File: src/rtl/wb_regfile.sv
// Write-back stage and integer register file.
// Selects the write-back value, commits it to x1..x(NREGS-1) and serves two decode read
// ports that see a same-cycle commit through write-through bypass. x0 is not stored.
module wb_regfile #(
   parameter int unsigned XLEN  = 64,
   parameter int unsigned NREGS = 32,
   parameter int unsigned AW    = 5
) (
   input  logic            clk,
   input  logic            reset,
   input  logic [AW-1:0]   MEM_WB_rd,
   input  logic [XLEN-1:0] MEM_WB_ALU,
   input  logic [XLEN-1:0] MEM_WB_Read_Data,
   input  logic            MEM_WB_RegWrite,
   input  logic            MEM_WB_MemtoReg,
   input  logic [AW-1:0]   rs1,
   input  logic [AW-1:0]   rs2,
   output logic [XLEN-1:0] ReadData1,
   output logic [XLEN-1:0] ReadData2,
   output logic [XLEN-1:0] WB_Data,
   output logic            WB_Valid,
   output logic [31:0]     retire_cnt
);

   logic [XLEN-1:0] regs_q [NREGS-1:1];
   logic [XLEN-1:0] regs_d [NREGS-1:1];
   logic [31:0]     retire_cnt_q;
   logic [31:0]     retire_cnt_d;

   // Write-back mux and commit qualifier; reset suppresses commits and bypass alike.
   always_comb begin
      WB_Data  = MEM_WB_MemtoReg ? MEM_WB_Read_Data : MEM_WB_ALU;
      WB_Valid = MEM_WB_RegWrite && (MEM_WB_rd != '0) && !reset;
   end

   // Next-state for the register array and retire counter; reset wins over a commit.
   always_comb begin
      regs_d       = regs_q;
      retire_cnt_d = retire_cnt_q;
      if (reset) begin
         for (int unsigned i = 1; i < NREGS; i++) begin
            regs_d[i] = '0;
         end
         retire_cnt_d = '0;
      end else if (WB_Valid) begin
         regs_d[MEM_WB_rd] = WB_Data;
         retire_cnt_d      = retire_cnt_q + 32'd1;
      end
   end

   // State update.
   always_ff @(posedge clk) begin
      regs_q       <= regs_d;
      retire_cnt_q <= retire_cnt_d;
   end

   // Read ports: x0 reads zero, a same-cycle commit to the same index is bypassed.
   always_comb begin
      if (rs1 == '0) begin
         ReadData1 = '0;
      end else if (WB_Valid && (rs1 == MEM_WB_rd)) begin
         ReadData1 = WB_Data;
      end else begin
         ReadData1 = regs_q[rs1];
      end

      if (rs2 == '0) begin
         ReadData2 = '0;
      end else if (WB_Valid && (rs2 == MEM_WB_rd)) begin
         ReadData2 = WB_Data;
      end else begin
         ReadData2 = regs_q[rs2];
      end
   end

   assign retire_cnt = retire_cnt_q;

endmodule

File: config.mk
export PLATFORM = sky130hd
export DESIGN_NAME = wb_regfile
export DESIGN_NICKNAME = d
export VERILOG_FILES = /design/src/rtl/wb_regfile.sv
export SDC_FILE = /design/constraint.sdc
export NUM_CORES = 2
export LEC_CHECK = 0
export CAP_MARGIN = 20
export CORE_MARGIN = 10
export CORE_UTILIZATION = 52
export DETAILED_ROUTE_END_ITERATION = 6
export GPL_ROUTABILITY_DRIVEN = 1
export PLACE_DENSITY_LB_ADDON = 0.1
export SYNTH_ARGS = -nofsm -noshare
export SYNTH_HDL_FRONTEND = slang
export SYNTH_SLANG_ARGS = --single-unit
export TNS_END_PERCENT = 100
File: constraint.sdc
create_clock -name clk -period 5.2 [get_ports clk]
set_clock_uncertainty 0.15 [all_clocks]
set_input_delay 1.56 -clock clk [delete_from_list [all_inputs] [get_ports clk]]
set_output_delay 1.56 -clock clk [all_outputs]
set_load 0.02 [all_outputs]
==> results.toml <==
[outcome]
status = "finished with violations"
violations = "design-rule violations, negative setup slack"

[layout]
drive_above_1_share = 0.357
final_net_count = 11337
syn2layout_area_growth_pct = 34.0
stdcell_count = 13905
fin_area_mm2 = 0.136
fin_util = 0.699

[drt]
dr.pass1.iters = 7
drc = 2
wl_per_cell_um = 31.1
drtAntennaViolNets = 0
routed_wl_um = 432000
vias = 96485
first_iter_violations = 12740
vias_per_cell = 6.94

[floorplanning]
rows = 162
die_w_um = 462
die_area_mm2 = 0.213
start_util = 0.522
core_area_mm2 = 0.195
pin_count = 372
die_h_um = 462

[critical_path]
cp-end-kind = "output pin"
start_kind = "input port"
arrival_ns = 3.92
crit_end = "ReadData1[24]"
critical_path_class = "input port to output pin"
cpMaxStageDelayCell = "a2111oi_4"
cp_cell_sequence = "buf_16, buf_16, buf_16, buf_8, mux4_2, a22oi_1, nand2_1, a2111oi_4, buf_4, a311oi_2, buf_4"
cp-startpoint = "rs1[0]"
reg2reg_slack_ns = 2.59
r2r.worst_path.cells = 5
crit_cells = 11
path_buf_inv = 6
cpMostUsedCell = "buf_16"
crit_family = "buffers and inverters"
cp.required_ns = 3.49
r2r-end = "retire_cnt[29]"
worst_path_largest_cell_delay_ns = 0.52
r2r_start = "retire_cnt[3]"
critical_path.max_fanout = 7

[power_and_ir_drop]
seqPwrFrac = 0.420
p_int_mw = 27.4
switching_share = 0.266
p_sw_mw = 9.90
power_mw = 37.3
comb_power_share = 0.146
vdd_ir_drop_max_mv = 0.390
power.leakage_nw = 45.9
p_per_area_mw_per_mm2 = 274
pwr-share-clk = 0.434

[synth]
yosysWarnings = 0
yosysMostFrequentCell = "a211oi_1"
synth_edf_count = 0
ys_ff_latch = 2016
yosys.area.top_type_share = 0.397
synth_cell_types = 50
yosys-top-cells-count = "2108 x a211oi_1, 2045 x nor2_1, 2016 x dfxtp_1"
synth_ff_type = "dfxtp_1"
ys_top_cells_by_area = "dfxtp_1 40%, a211oi_1 16%, mux4_2 14%"
synth_nets = 10654
syn_inst = 10506
syn_area_per_cell_um2 = 9.67
async_flop_share = 0
yosys.area.top_type = "dfxtp_1"
synth_area_mm2 = 0.102
synth_seq_area_share = 0.397

[placement]
dpl.hpwl_um = 254000
placed_cells = 13075
gp_congestion = 0.906
io_buffer_count = 371
dpl_cell_area_mm2 = 0.116

[timing]
post-route-min-period_ns = 5.63
hold_viol_final = 0
maxSlewViolCount = 0
tightestPinTransition_ns = 1.35
slew-limit-headroom = 0.102
finalSetupTns_ns = -32.51
final.period_utilization = 1.08
fmax_ghz = 0.178
rsz0062_at_grt = "yes"
setup_viol = 128
final.setup.worst_slack_ns = -0.430

[clock_tree]
clock_latency_ns = 0.87
numCtsBuffers = 216
cts_max_level = 4
root_buffer = "clkbuf_16"
clkTransAtPathRegs_ns = 0.06
cts_buffer_depth = 3
cts_tree = "built"
cts_sinks = 2016

[global_route]
grt_max_degree = 230
grt_pass1_vias = 93781
grt.overflow.total = 0
grt_usage = 0.385
antenna_found_initial = 6
grt_pass1_wl_um = 624000

[worst_hold_path]
holdCritPathClass = "flop to flop"
min_from = "regs_q[276]"

[job]
drv_cap = 0
## kinds of logic after synthesis
group,synth area share
AOI/OAI and AO/OA,0.223
and+or+nand+nor,0.115
DFF,0.397
buffers and inverters,0.0553
muxes,0.206
xor gates and xnor gates,0.00302
adders and majority gates,0.000123
## worst min-delay path by stage
stage                    to  slack [ns]  cells after the start
4_1_cts         regs_q[298]        0.35                      2
2_1_floorplan   regs_q[256]        0.33                      2
3_3_place_gp   regs_q[1106]        0.34                      2
3_5_place_dp    regs_q[298]        0.35                      2
5_1_grt         regs_q[305]        0.37                      2
6_report        regs_q[276]        0.35                      2
## layout make-up
class / count / area [um2]
Clock inverter: 63 / 893
Fill cell: 14035 / 58500
Timing Repair Buffer: 1822 / 21900
Inverter: 67 / 259
Sequential cell: 2016 / 40400
Antenna cell: 5 / 12.5
Clock buffer: 324 / 6430
Tap cell: 2542 / 3180
Multi-Input combinational cell: 7066 / 63000
## per-layer routing
metal  vias up  wire length, um  global-route usage
li1      41267                -                   -
met4        10            31800               0.259
met5         -               74                   0
met1     47297           160000               0.481
met3      1589            47300              0.0917
met2      6322           193000               0.592
## stage by stage
stage                     worst slack, ns  hold slack (ns)
after floorplan                   -0.0453            0.332
after global placement              -2.02            0.340
after detailed placement            -1.69            0.345
after CTS                          -0.367            0.353
after global routing               -0.425            0.369
final                              -0.430            0.353
## tightest hold or removal path, stage by stage, from the launching register on
cell and delay, ns:
dfxtp_1 0.31, nor2_1 0.09, a211oi_1 0.05
## flip-flops by register name (all words and copies together), names as in the netlist
name / flops
retire_cnt: 32
regs_q: 1984
## power groups by stage
stage	registers, mW	logic (mW)	clock network (mW)
3_3_place_gp	16.0	4.23	0
5_1_grt	15.7	5.57	16.8
4_1_cts	15.6	5.11	16.2
2_1_floorplan	16.0	2.15	0
3_5_place_dp	16.0	4.26	0
6_report	15.6	5.44	16.2
## layout by cell type, fill, tap and decap left out, types with 21 or more instances in the layout
master / n
a22oi_2: 193
clkbuf_8: 47
mux2_2: 507
o21ai_1: 28
buf_16: 91
a22oi_1: 63
mux4_2: 644
inv_1: 66
buf_8: 57
buf_4: 860
o22ai_2: 36
mux2i_4: 57
nor3_2: 128
a211oi_2: 29
a221oi_2: 48
clkdlybuf4s50_1: 224
nor2b_2: 32
nor2_1: 2012
buf_2: 49
a311oi_1: 56
o21ai_0: 85
clkbuf_16: 230
clkbuf_1: 54
nor2b_1: 215
nand2_1: 46
buf_12: 363
a2111oi_4: 123
dfxtp_1: 2016
bufinv_16: 21
nand2_2: 99
buf_6: 156
nor2_4: 33
nor3_1: 117
a211oi_1: 2078
clkinv_2: 35
a221oi_1: 69
a311oi_2: 67
o22ai_1: 75
## repair_timing
action	CTS	global route
setup endpoints to repair	133	130
hold buffers	0	0
pin swaps	326	226
buffers inserted	303	153
gates cloned	78	7
gates resized for setup	1964	443
(Power assumes the default switching activity.)
